### config.mk
export PLATFORM = sky130hd
export DESIGN_NAME = pps_conditioner
export DESIGN_NICKNAME = d
export VERILOG_FILES = /design/src/rtl/pps_conditioner.sv
export SDC_FILE = /design/constraint.sdc
export NUM_CORES = 1
export LEC_CHECK = 0
export ABC_AREA = 1
export ABC_CLOCK_PERIOD_IN_PS = 1700
export CORE_ASPECT_RATIO = 0.9
export CORE_UTILIZATION = 47
export DETAILED_ROUTE_END_ITERATION = 8
export PLACE_DENSITY = 0.74
export SLEW_MARGIN = 0
export SYNTH_ARGS = -nofsm -noshare
export SYNTH_HDL_FRONTEND = slang
export SYNTH_SLANG_ARGS = --single-unit
### constraint.sdc
create_clock -name clk -period 1.7 [get_ports clk]
set_input_delay 0.255 -clock clk [delete_from_list [all_inputs] [get_ports clk]]
set_output_delay 0.255 -clock clk [all_outputs]
set_load 0.02 [all_outputs]
### src/rtl/pps_conditioner.sv
// Conditions raw GPS 1PPS: 2-FF sync, min-width glitch filter, period window check, lock FSM.
// Optional holdover flywheel enabled by defining PPS_HOLDOVER_EN.
module pps_conditioner #(
  parameter int CNT_BITS     = 12,
  parameter int NOMINAL      = 1000,
  parameter int TOL          = 4,
  parameter int MIN_HIGH     = 3,
  parameter int LOCK_COUNT   = 3,
  parameter int HOLDOVER_MAX = 2
) (
  input  logic                clk,
  input  logic                reset,
  input  logic                pps_in,
  output logic                pps_out,
  output logic                locked,
  output logic                holdover,
  output logic [CNT_BITS-1:0] period_last,
  output logic [7:0]          miss_count
);

  localparam int RUN_W  = $clog2(MIN_HIGH + 1);
  localparam int GOOD_W = $clog2(LOCK_COUNT + 1);
  localparam logic [CNT_BITS-1:0] P_MIN  = CNT_BITS'(NOMINAL - TOL);
  localparam logic [CNT_BITS-1:0] P_MAX  = CNT_BITS'(NOMINAL + TOL);
  localparam logic [CNT_BITS-1:0] P_ONES = '1;
`ifdef PPS_HOLDOVER_EN
  localparam logic [CNT_BITS-1:0] P_NOM     = CNT_BITS'(NOMINAL);
  localparam logic [CNT_BITS-1:0] P_TOL     = CNT_BITS'(TOL);
  localparam logic [CNT_BITS-1:0] P_REALIGN = CNT_BITS'(TOL + 1);
  localparam logic [7:0]          HO_MAX    = 8'(HOLDOVER_MAX);
`else
  localparam int unused_holdover_max = HOLDOVER_MAX;
`endif

  typedef enum logic [1:0] {ACQUIRE, LOCKED, HOLDOVER} state_t;

  state_t              state, state_nxt;
  logic                sync1, sync2;
  logic [RUN_W-1:0]    run_cnt, run_nxt;
  logic [GOOD_W-1:0]   good_cnt, good_nxt;
  logic [CNT_BITS-1:0] per_cnt, per_nxt, plast_nxt;
  logic [7:0]          miss_nxt;
  logic                accept, in_win, pulse;

  // Accept fires exactly once per high run: the cycle the run count reaches MIN_HIGH.
  assign accept = sync2 && (run_cnt == RUN_W'(MIN_HIGH - 1));
  assign in_win = (per_cnt >= P_MIN) && (per_cnt <= P_MAX);

  always_comb begin
    run_nxt = run_cnt;
    if (!sync2)
      run_nxt = '0;
    else if (run_cnt != RUN_W'(MIN_HIGH))
      run_nxt = run_cnt + 1'b1;
  end

  always_comb begin
    state_nxt = state;
    good_nxt  = good_cnt;
    miss_nxt  = miss_count;
    plast_nxt = period_last;
    pulse     = 1'b0;
    per_nxt   = (per_cnt == P_ONES) ? per_cnt : per_cnt + 1'b1;
    case (state)
      ACQUIRE: begin
        if (accept) begin
          pulse     = 1'b1;
          per_nxt   = CNT_BITS'(1);
          plast_nxt = per_cnt;
          if (!in_win)
            good_nxt = '0;
          else if (good_cnt == GOOD_W'(LOCK_COUNT - 1)) begin
            good_nxt  = '0;
            miss_nxt  = '0;
            state_nxt = LOCKED;
          end else
            good_nxt = good_cnt + 1'b1;
        end
      end
      LOCKED: begin
        // Early edges fall through untouched; per_cnt keeps running.
        if (accept && in_win) begin
          pulse     = 1'b1;
          per_nxt   = CNT_BITS'(1);
          plast_nxt = per_cnt;
          miss_nxt  = '0;
        end else if (per_cnt == P_MAX) begin
`ifdef PPS_HOLDOVER_EN
          pulse     = 1'b1;
          per_nxt   = P_REALIGN;
          miss_nxt  = 8'd1;
          state_nxt = HOLDOVER;
`else
          good_nxt  = '0;
          state_nxt = ACQUIRE;
`endif
        end
      end
`ifdef PPS_HOLDOVER_EN
      HOLDOVER: begin
        if (accept && per_cnt >= P_MIN) begin
          pulse     = 1'b1;
          per_nxt   = CNT_BITS'(1);
          plast_nxt = per_cnt;
          miss_nxt  = '0;
          state_nxt = LOCKED;
        end else if (accept && per_cnt <= P_TOL) begin
          miss_nxt  = '0;
          state_nxt = LOCKED;
        end else if (per_cnt == P_NOM) begin
          if (miss_count == HO_MAX) begin
            good_nxt  = '0;
            state_nxt = ACQUIRE;
          end else begin
            pulse    = 1'b1;
            per_nxt  = CNT_BITS'(1);
            miss_nxt = (miss_count == 8'hFF) ? miss_count : miss_count + 8'd1;
          end
        end
      end
`endif
      default: state_nxt = ACQUIRE;
    endcase
  end

  always_ff @(posedge clk or posedge reset) begin
    if (reset) begin
      sync1       <= 1'b0;
      sync2       <= 1'b0;
      run_cnt     <= '0;
      state       <= ACQUIRE;
      good_cnt    <= '0;
      per_cnt     <= P_ONES;
      pps_out     <= 1'b0;
      period_last <= '0;
      miss_count  <= '0;
    end else begin
      sync1       <= pps_in;
      sync2       <= sync1;
      run_cnt     <= run_nxt;
      state       <= state_nxt;
      good_cnt    <= good_nxt;
      per_cnt     <= per_nxt;
      pps_out     <= pulse;
      period_last <= plast_nxt;
      miss_count  <= miss_nxt;
    end
  end

  assign locked = (state != ACQUIRE);
`ifdef PPS_HOLDOVER_EN
  assign holdover = (state == HOLDOVER);
`else
  assign holdover = 1'b0;
`endif

endmodule

==> results of run 1 <==
==> cell type report <==
cell class | count | area share, %
clock buffers | 7 | 3.45
inverters | 32 | 5.55
well taps | 44 | 2.49
repair buffers | 37 | 17.1
multi-input cells | 133 | 34.3
flip-flops and latches | 32 | 36.9
clock inverters | 1 | 0.227
==> routing by layer <==
layer / vias up / routed length [um] / track usage (%)
met5: - / 0 / 0
met2: 44 / 1560 / 26.8
li1: 696 / - / -
met1: 623 / 1570 / 25.2
met4: 0 / 70 / 10.2
met3: 8 / 170 / 3.46
==> final timing paths <==
kind	startpoint	to	cells past startpoint	slack, ps
min in group clk	sync1	sync2	0	360
max in group asynchronous	reset	per_cnt[1]	3	1020
hold / removal	reset	period_last[0]	3	350
setup reg to reg	per_cnt[3]	period_last[0]	9	30
setup / recovery	per_cnt[3]	period_last[0]	9	30
hold reg to reg	sync1	sync2	0	360
==> through the flow <==
stage	hold slack, ps	setup TNS, ps	power, mW	std cells	instance area (sq um)
final	346	0	2.63	286	2210
after global routing	383	-320	2.81	286	2210
after CTS	361	0	2.49	281	2080
after detailed placement	347	0	1.93	273	2000
after global placement	333	0	1.90	273	2000
after floorplan	286	0	1.62	209	1740
==> report_power, final <==
part / switching [mW] / internal, mW / total, mW
combinational: 0.493 / 0.466 / 0.960
clock: 0.261 / 0.286 / 0.548
sequential: 0.153 / 0.971 / 1.12
total: 0.907 / 1.72 / 2.63
==> kinds of logic after synthesis <==
kind of cell | after synthesis | share of synthesized area, %
and+or+nand+nor | 86 | 23.2
buffers and inverters | 44 | 12.7
AOI/OAI and AO/OA | 29 | 10.5
DFF | 32 | 47.8
other | 1 | 0.220
adders and majority gates | 4 | 2.93
xor gates and xnor gates | 5 | 2.56
==> repair_timing <==
action	4_1_cts	5_1_grt
buffers inserted	0	3
endpoints found under the setup margin	0	24
resized for setup	0	16
hold buffers	0	0
==> worst max-delay path, cell delays in order (launching register included) <==
cell	delay, ps
dfstp_2	610
nand2_1	130
nor2_1	130
nand3_1	120
nand2_2	120
nand3_4	100
nand2_8	120
buf_12	140
nand2_1	80
o21ai_1	70
==> synthesized netlist by cell type, types with 2 or more instances <==
library cell,number,area (sq um)
nand2_1,41,154
inv_1,31,116
dfrtp_1,20,500
nor2_1,20,75.1
dfstp_2,12,315
nand3_1,11,55.1
buf_4,10,75.1
o21ai_0,8,40.0
a21oi_1,7,35.0
o21ai_2,7,61.3
o21ai_1,5,25.0
ha_1,4,50.1
nand4_1,4,25.0
nand2_2,3,18.8
xor2_1,3,26.3
buf_6,2,22.5
nor3_1,2,10.0
xnor2_1,2,17.5
==> flip-flops by register name (all words and copies together), names as in the netlist <==
| register | count |
|---|---|
| sync2 | 1 |
| pps_out | 1 |
| sync1 | 1 |
| state | 1 |
| good_cnt | 2 |
| per_cnt | 12 |
| period_last | 12 |
| run_cnt | 2 |
==> out/results.md, run 1 <==
| Group | Parameter | Reported |
|---|---|---|
| status | Run status | finished clean |
| placement | Global placement routability congestion | 0.862 |
| global routing | Number of global-route vias before repair | 1201 |
| clock network | CTS max path bufs | 2 |
| floorplanning | Total Die Area | 0.00388 sq mm |
| sta | Final slew viol count | 0 |
| global routing | Antenna violations before repair | 0 |
| route | Antenna viol nets, final | 0 |
| floorplanning | Initial Utilization | 49.8% |
| sta | Setup repair after global routing missed its margin | true |
| layout | Total area of multi-input combinational cells | 757 sq um |
| synth | Synthesized instance count | 201 |
| sta | Worst clock skew | 10.0 ps |
| critical path | Highest fanout seen on the critical path | 11 |
| clock network | Clk Latency, worst-skew pair | 290 ps |
| layout | Share of layout cells above drive strength 1 | 27.3% |
| route | Detailed router's first-iteration violation count | 72 |
| layout | Most frequent cells in the layout | 40 x nand2_1, 28 x inv_1, 20 x dfrtp_1, 19 x nor2_1, 17 x buf_4 |
| floorplanning | Die outline height | 59.2 um |
| sta | Finish-stage setup viols | 0 |
| hold path | Path category of the worst min-delay check | input pin to async pin |
| synth | Distinct cells, synth | 27 |
| placement | Worst setup slack after placement | 64.6 ps |
| synth | Synthesized flop and latch total | 32 |
| layout | Net count of the finished layout | 248 |
| synth | Number of flops mapped to enable cells by yosys | 0 |
| clock network | TritonCTS clock tree | done |
| clock network | Root Driver | clkbuf_8 |
| route | Total Routed Length | 3.37 mm |
| job | Max-cap check violation count | 0 |
| sta | Min cycle time layout | 1670 ps |
| pwr | Static leakage | 0.992 nW |
| synth | Proportion of synthesized flip-flops having asynchronous set or reset | 100% |
| sta | Final WS setup | 33.9 ps |
| route | Via count of the routed design | 1371 |
| layout | Layout Utilization | 64.5% |
| layout | # diodes | 0 |
| clock network | Count of clock tree sinks | 32 |
| critical path | Data arrival at the endpoint of the critical path | 1880 ps |
| sta | Final Hold Vio Count | 0 |
| synth | Total standard cell area after synthesis | 0.00171 sq mm |
| clock network | H-tree levels | 2 |
| clock network | Num CTS Buffers | 5 |
| floorplanning | Std cell rows | 20 |
| clock network | Worst-path clk slew | 70 ps |
| floorplanning | Die span in x | 65.5 um |
| layout | Most common cell after layout, fill and taps aside | nand2_1 |
| synth | Part of the Yosys area used for sequential elements | 47.8% |
| placement | Port bufs | 16 |
| critical path | Critical Path RT | 1920 ps |
| route | Routed length per placed instance | 11.8 um |
| synth | Dominant register cell in the synthesized netlist | dfrtp_1 |
| floorplanning | Total core area | 0.00343 sq mm |
| pwr | Peak supply drop | 0.664 mV |
| layout | Total of fill cells in the finished design | 293 |
| synth | Number of warning messages in the yosys log | 0 |
| placement | Post-DP HPWL | 2.26 mm |
| layout | Area growth syn-to-layout | 29.4% |
| global routing | Wire length of the first global-routing pass | 5.18 mm |
| critical path | Critical Path Source Type | flop |
| layout | Area taken by flip-flops and latches | 816 sq um |
| critical path | Setup crit end kind | flop |
| synth | Avg Synthesized Cell Area | 8.50 sq um |
| floorplanning | Number of I/O pins | 26 |
| global routing | GRT Total Usage | 18.2% |
| global routing | Gr ovfl total | 0 |
| critical path | Type of the worst setup path | flop to flop |
| pwr | Cell area power density | 1190 mW/mm^2 |
| route | DRC errors left | 0 |
| sta | Final period util | 98.0% |
| route | Drt pass-1 iters | 4 |
| global routing | Maximum number of pins on one net before global-route repair | 33 |
| route | Via/cell ratio | 4.79 |
| sta | FMAX | 600 MHz |
Power figures use the tool's default switching activity.
==> run 2: changes to the inputs <==
CORE_UTILIZATION = 40   (was 47)
PLACE_DENSITY = default   (was 0.74)
==> run 2 against run 1 <==
  * Maximum frequency is 3.1% higher
  * Global-route usage fell by 2.5 points
  * First-iteration DRC count rose by 2.8%
  * Final cell count grew 3.5%
  * Final area grew 5.5%
  * Die area up 17%
  * Critical path depth fell by 1
  * Non-clock buffer count is 6 higher
  * Routed wire length up 1.5%
  * Combinational power up 8%
  * Flip-flop and latch count unchanged
  * Critical path type unchanged
  * Largest power group unchanged
==> out/results.md, run 2 (synthesized netlist as in run 1, its figures left out) <==
| Group | Parameter | Reported | vs previous |
|---|---|---|---|
| placement | Global placement routability congestion | 0.857 | -0.55% |
| critical path | Data arrival at the endpoint of the critical path | 1790 ps | -90 ps |
| layout | Area taken by flip-flops and latches | 816 sq um | unchanged |
| pwr | Switching power | 0.956 mW | +5.4% |
| floorplanning | Die outline height | 64.0 um | +8.1% |
| status | Run status | finished clean |  |
| sta | Finish-stage setup viols | 0 | unchanged |
| route | DRC errors left | 0 | unchanged |
| route | Via count of the routed design | 1377 | +0.44% |
| route | Antenna viol nets, final | 0 | unchanged |
| job | Max-cap check violation count | 0 | unchanged |
| critical path | Type of the worst setup path | flop to flop |  |
| clock network | Count of clock tree sinks | 32 | unchanged |
| pwr | Portion of total power attributed to sequential cells | 40.5% | -2.2 points |
| critical path | Worst Reg-to-Reg Cells | 8 | -1 |
| critical path | Standard cell with the maximum stage delay on the critical path | dfstp_2 |  |
| pwr | Share of power burned in combinational logic | 38.2% | +1.7 points |
| pwr | Peak supply drop | 0.536 mV | -19% |
| critical path | Critical Path Source Type | flop |  |
| pwr | Static leakage | 1.05 nW | +5.7% |
| placement | Worst setup slack after placement | 45.0 ps | -19.6 ps |
| critical path | Stage delay of the slowest cell on the critical path | 620 ps | about the same |
| global routing | Maximum number of pins on one net before global-route repair | 33 | unchanged |
| layout | Share of layout cells above drive strength 1 | 33.1% | +5.8 points |
| floorplanning | Initial Utilization | 41.9% | -7.9 points |
| critical path | Setup crit end kind | flop |  |
| sta | Setup TNS after final layout | 0 ps | unchanged |
| pwr | Cell-internal power | 1.76 mW | +2.3% |
| floorplanning | Total Die Area | 0.00454 sq mm | +17% |
| layout | Most frequent cells in the layout | 36 x nand2_1, 28 x inv_1, 21 x buf_4, 20 x dfrtp_1, 18 x nor2_1 |  |
| layout | Total of fill cells in the finished design | 356 | +22% |
| global routing | GRT Total Usage | 15.7% | -2.5 points |
| floorplanning | Die span in x | 70.9 um | +8.1% |
| floorplanning | Std cell rows | 22 | +10% |
| sta | Min cycle time layout | 1620 ps | -50.0 ps |
| pwr | Net switching share of the total power | 35.2% | +0.69 points |
| layout | Total area of multi-input combinational cells | 796 sq um | +5.1% |
| global routing | Gr ovfl total | 0 | unchanged |
| sta | Final slew viol count | 0 | unchanged |
| critical path | Highest fanout seen on the critical path | 7 | -4 |
| pwr | Clock network fraction of total power | 21.3% | +0.5 points |
| floorplanning | Total core area | 0.00407 sq mm | +19% |
| critical path | Critical Path RT | 1880 ps | -40 ps |
| placement | Placement Cell Area | 0.00205 sq mm | +2.4% |
| clock network | Worst-path clk slew | 70 ps | about the same |
| layout | Net count of the finished layout | 254 | +2.4% |
| clock network | Num CTS Buffers | 5 | unchanged |
| layout | Most common cell after layout, fill and taps aside | nand2_1 |  |
| route | Routed length per placed instance | 11.6 um | -1.9% |
| placement | Port bufs | 16 | unchanged |
| global routing | Wire length of the first global-routing pass | 5.37 mm | +3.7% |
| clock network | H-tree levels | 2 | unchanged |
| clock network | Clk Latency, worst-skew pair | 290 ps | about the same |
| critical path | Worst flop-to-flop path endpoint | period_last[1] |  |
| clock network | Root Driver | clkbuf_8 |  |
| layout | Top Registers | per_cnt: 12 flops, period_last: 12 flops |  |
| clock network | TritonCTS clock tree | done |  |
| layout | # diodes | 0 | unchanged |
| critical path | Startpoint of the worst register-to-register path | per_cnt[5] |  |
| floorplanning | Number of I/O pins | 26 | unchanged |
| critical path | Setup crit end | period_last[1] |  |
| sta | FMAX | 619 MHz | +3.1% |
| clock network | Number of hold buffers added after CTS | 0 | unchanged |
| clock network | CTS max path bufs | 2 | unchanged |
| route | Via/cell ratio | 4.65 | -3.0% |
| sta | Final Hold Vio Count | 0 | unchanged |
| layout | Final design area excluding fillers | 0.00233 sq mm | +5.5% |
| sta | Setup repair after global routing missed its margin | true |  |
| layout | Area growth syn-to-layout | 36.6% |  |
| sta | Worst clock skew | 7.44 ps | -2.57 ps |
| sta | Final period util | 95.1% | -2.9 points |
| route | Drt pass-1 iters | 6 | +2 |
| pwr | Cell area power density | 1170 mW/mm^2 | -2.1% |
| critical path | Start point of the critical path | per_cnt[5] |  |
| hold path | Path category of the worst min-delay check | flop to flop |  |
| critical path | Internal reg-to-reg setup slack | 80 ps | +50 ps |
| critical path | Critical path, cell by cell | nand2_1, nor2_1, nand3_2, nand2_2, nand3_4, nand2_8, clkbuf_16, o21ai_1 |  |
| sta | Final WS setup | 83.9 ps | +50.0 ps |
| global routing | Number of global-route vias before repair | 1188 | -1.1% |
| placement | Post-DP HPWL | 2.23 mm | -1.3% |
| route | Total Routed Length | 3.42 mm | +1.5% |
| global routing | Antenna violations before repair | 0 | unchanged |
| route | Detailed router's first-iteration violation count | 74 | +2.8% |
## run 2: changes by cell type in the layout (fill, tap and decap cells not counted), sizes merged
cell	previous run	this run
clkinv	1	3
buf	19	24
clkbuf	9	8
## run 2: worst max-delay path, delay by kind of cell (launching register included)
kind            cells  cell delay (ps)
flops               1              620
compound gates      1               50
simple gates        6              660
buf+inv             1              170
## run 2: final cells by class
type	count	area share (%)
Clock buffer	5	2.95
Clock inverter	3	0.805
Inverter	32	5.15
Multi-Input combinational cell	133	34.1
Sequential cell	32	35.0
Tap cell	48	2.58
Timing Repair Buffer	43	19.4
## run 2: worst min-delay path by stage
stage | slack, ps | to | from | depth (start not counted)
4_1_cts | 350 | sync2 | sync1 | 0
6_report | 350 | sync2 | sync1 | 0
5_1_grt | 380 | sync2 | sync1 | 0
3_3_place_gp | 330 | sync2 | sync1 | 0
2_1_floorplan | 290 | sync1 | pps_in | 0
3_5_place_dp | 340 | sync2 | sync1 | 0
## run 2: metrics by stage
| stage | instances | utilization (%) | hold slack, ps | power, mW |
|---|---|---|---|---|
| final | 296 | 57.2 | 351 | 2.72 |
| after global placement | 281 | 50.3 | 333 | 1.95 |
| after detailed placement | 281 | 50.3 | 337 | 1.96 |
| after global routing | 296 | 57.2 | 384 | 2.88 |
| after floorplan | 209 | - | 286 | 1.62 |
| after CTS | 289 | 52.4 | 354 | 2.56 |
## run 2: power by group through the flow
stage / registers [mW] / logic (mW) / clock network (mW)
3_3_place_gp: 1.11 / 0.847 / 0
4_1_cts: 1.10 / 0.853 / 0.601
5_1_grt: 1.12 / 1.14 / 0.629
2_1_floorplan: 1.18 / 0.434 / 0
6_report: 1.10 / 1.04 / 0.579
3_5_place_dp: 1.12 / 0.847 / 0
## run 2: per-layer routing
metal	GRT usage [%]	up-vias	share of wire, %
li1	-	702	-
met1	21.4	634	50
met2	23.0	35	45
met3	4.26	6	3.2
met4	7.50	0	1.7
met5	0	-	0
## run 2: what timing repair did
action | CTS | global route
setup endpoints to repair | 0 | 25
gates resized for setup | 0 | 24
setup buffers | 0 | 4
==> run 3: changes to the inputs <==
--- a/config.mk
+++ b/config.mk
@@ -10,4 +10,5 @@
 export CORE_ASPECT_RATIO = 0.9
-export CORE_UTILIZATION = 40
+export CORE_UTILIZATION = 48
 export DETAILED_ROUTE_END_ITERATION = 8
+export PLACE_DENSITY = 0.75
 export SLEW_MARGIN = 0
@@ -16 +17,2 @@
 export SYNTH_SLANG_ARGS = --single-unit
+export TNS_END_PERCENT = 20
==> constraint.sdc (replaced) <==
create_clock -name clk -period 1.7 [get_ports clk]
set_input_delay 0.425 -clock clk [delete_from_list [all_inputs] [get_ports clk]]
set_output_delay 0.425 -clock clk [all_outputs]
set_load 0.02 [all_outputs]
==> run 3 against run 2 <==
  * First-iteration DRC count decreased by 28%
  * Highest routed layer unchanged
  * Routed wire length decreased by 5.6%
  * Sequential share of layout area increased by 1.7 points
  * Power decreased by 3.8%
  * Critical endpoint is now period_last[11]
  * Maximum frequency decreased by 1.8%
  * Flip-flop and latch count unchanged
==> out/results.md, run 3 (synthesized netlist as in run 1, its figures left out) <==
| Group | Parameter | Reported | vs previous |
|---|---|---|---|
| clock network | Count of clock tree sinks | 32 | unchanged |
| sta | Worst Hold Margin | 349 ps | -1.72 ps |
| route | Drt pass-1 iters | 4 | -2 |
| sta | Final Hold Vio Count | 0 | unchanged |
| global routing | Gr ovfl total | 0 | unchanged |
| critical path | Highest fanout seen on the critical path | 2 | -5 |
| status | Run status | finished clean |  |
| layout | Top Registers | per_cnt: 12 flops, period_last: 12 flops |  |
| clock network | CTS max path bufs | 2 | unchanged |
| floorplanning | Initial Utilization | 50.6% | +8.6 points |
| sta | Worst clock skew | 7.49 ps | +0.0465 ps |
| pwr | Peak supply drop | 0.780 mV | +46% |
| critical path | Standard cell with the maximum stage delay on the critical path | clkdlybuf4s50_1 |  |
| pwr | Static leakage | 0.981 nW | -6.4% |
| placement | Post-DP HPWL | 2.15 mm | -3.5% |
| global routing | Maximum number of pins on one net before global-route repair | 33 | unchanged |
| sta | Min cycle time layout | 1650 ps | +29.8 ps |
| global routing | GRT Total Usage | 17.7% | +2.1 points |
| floorplanning | Die outline height | 58.6 um | -8.4% |
| layout | Area taken by flip-flops and latches | 816 sq um | unchanged |
| global routing | Wire length of the first global-routing pass | 4.98 mm | -7.2% |
| layout | Total area of multi-input combinational cells | 766 sq um | -3.8% |
| global routing | Number of global-route vias before repair | 1175 | -1.1% |
| layout | Layout Utilization | 65.9% | +8.6 points |
| route | Via/cell ratio | 4.87 | +4.6% |
| clock network | Worst-path clk slew | 70 ps | about the same |
| job | Max-cap check violation count | 0 | unchanged |
| critical path | Stage delay of the slowest cell on the critical path | 600 ps | -20 ps |
| critical path | Critical path, cell by cell | clkdlybuf4s50_1 |  |
| critical path | Family with the most delay on the worst path | buffers and inverters |  |
| clock network | Root Driver | clkbuf_8 |  |
| route | DRC errors left | 0 | unchanged |
| layout | Total of fill cells in the finished design | 272 | -24% |
| pwr | Total power after layout | 2.62 mW | -3.8% |
| sta | Finish-stage setup viols | 0 | unchanged |
| pwr | Cell area power density | 1180 mW/mm^2 | +0.85% |
| floorplanning | Std cell rows | 20 | -9.1% |
| layout | # diodes | 0 | unchanged |
| placement | Worst setup slack after placement | 25.9 ps | -19.1 ps |
| route | Via count of the routed design | 1382 | +0.36% |
| layout | Net count of the finished layout | 246 | -3.1% |
| placement | Port bufs | 16 | unchanged |
| critical path | Type of the worst setup path | flop to output pin |  |
| floorplanning | Die span in x | 64.9 um | -8.5% |
| route | Detailed router's first-iteration violation count | 53 | -28% |
| layout | Most common cell after layout, fill and taps aside | nand2_1 |  |
| layout | Post-Layout Cell Count | 284 | -4.1% |
| layout | Share of layout cells above drive strength 1 | 28.3% | -4.7 points |
| route | Total Routed Length | 3.23 mm | -5.6% |
| critical path | Setup crit end kind | output pin |  |
| placement | Global placement routability congestion | 0.875 | +2.1% |
| critical path | Sum of buffers and inverters on the critical path | 1 | unchanged |
| layout | Area growth syn-to-layout | 30.3% |  |
| critical path | Data arrival at the endpoint of the critical path | 1220 ps | -570 ps |
| sta | Final slew viol count | 0 | unchanged |
| hold path | Path category of the worst min-delay check | flop to flop |  |
| floorplanning | Total Die Area | 0.00380 sq mm | -16% |
| route | Antenna viol nets, final | 0 | unchanged |
| floorplanning | Total core area | 0.00338 sq mm | -17% |
| critical path | Critical Path Source Type | flop |  |
| clock network | Num CTS Buffers | 5 | unchanged |
| critical path | Critical Path RT | 1270 ps | -610 ps |
| layout | Most frequent cells in the layout | 35 x nand2_1, 29 x inv_1, 20 x dfrtp_1, 18 x nor2_1, 15 x clkdlybuf4s50_1 |  |
| global routing | Antenna violations before repair | 0 | unchanged |
| clock network | H-tree levels | 2 | unchanged |
| clock network | TritonCTS clock tree | done |  |
| clock network | Clk Latency, worst-skew pair | 280 ps | about the same |
| clock network | Number of hold buffers added after CTS | 0 | unchanged |
| sta | Final WS setup | 54.1 ps | -29.8 ps |
| floorplanning | Number of I/O pins | 26 | unchanged |
| sta | FMAX | 608 MHz | -1.8% |
| route | Routed length per placed instance | 11.4 um | -1.7% |
| sta | Final period util | 96.8% | +1.8 points |
| placement | DP Cell Count | 271 | -3.6% |
run 3: cell types whose count changed in the layout (fill, tap and decap cells not counted), moves of 2 or more:
cell	before	now
clkbuf_1	0	2
nand3_2	3	1
nand3_1	7	9
buf_4	21	13
nand2_2	7	9
run 3: report_power, final:
part	total (mW)	switching, mW	internal [mW]
Combinational	0.926	0.468	0.457
Sequential	1.15	0.175	0.973
Clock	0.543	0.256	0.287
Total	2.62	0.899	1.72
run 3: path summary, 6_finish.rpt:
path	start	endpoint	slack, ps	cells past startpoint
max	period_last[11]	period_last[11]	50	1
min	sync1	sync2	350	0
max reg2reg	per_cnt[5]	per_cnt[0]	90	10
min reg2reg	sync1	sync2	350	0
max in group asynchronous	reset	per_cnt[7]	970	3
min in group asynchronous	reset	good_cnt[1]	480	3
run 3: timing repair:
item	4_1_cts	5_1_grt
cloned	0	2
buffers inserted	0	3
setup endpoints to repair	1	26
resized for setup	1	18
endpoints found under the hold margin	0	0
pin swaps	0	6
run 3: cell type report:
cell class	instances	share of cell area, %
flip-flops and latches	32	36.7
multi-input cells	133	34.4
repair buffers	35	17.4
inverters	32	5.40
clock buffers	7	3.43
well taps	44	2.47
clock inverters	1	0.225
run 3: through the flow:
stage                     cell area, sq um  TNS [ps]
after CTS                             2090         0
after global placement                2010         0
after floorplan                       1740         0
after global routing                  2220     -15.1
after detailed placement              2010         0
final                                 2220         0
run 3: metal layers:
metal  wire length [um]  share of wire (%)  vias up  track usage (%)
met1               1510                 47      644             23.8
met4                 53                1.6        0             10.8
met2               1530                 47       45             25.9
met3                136                4.2        4             4.46
li1                   -                  -      689                -
met5                  0                  0        -                0
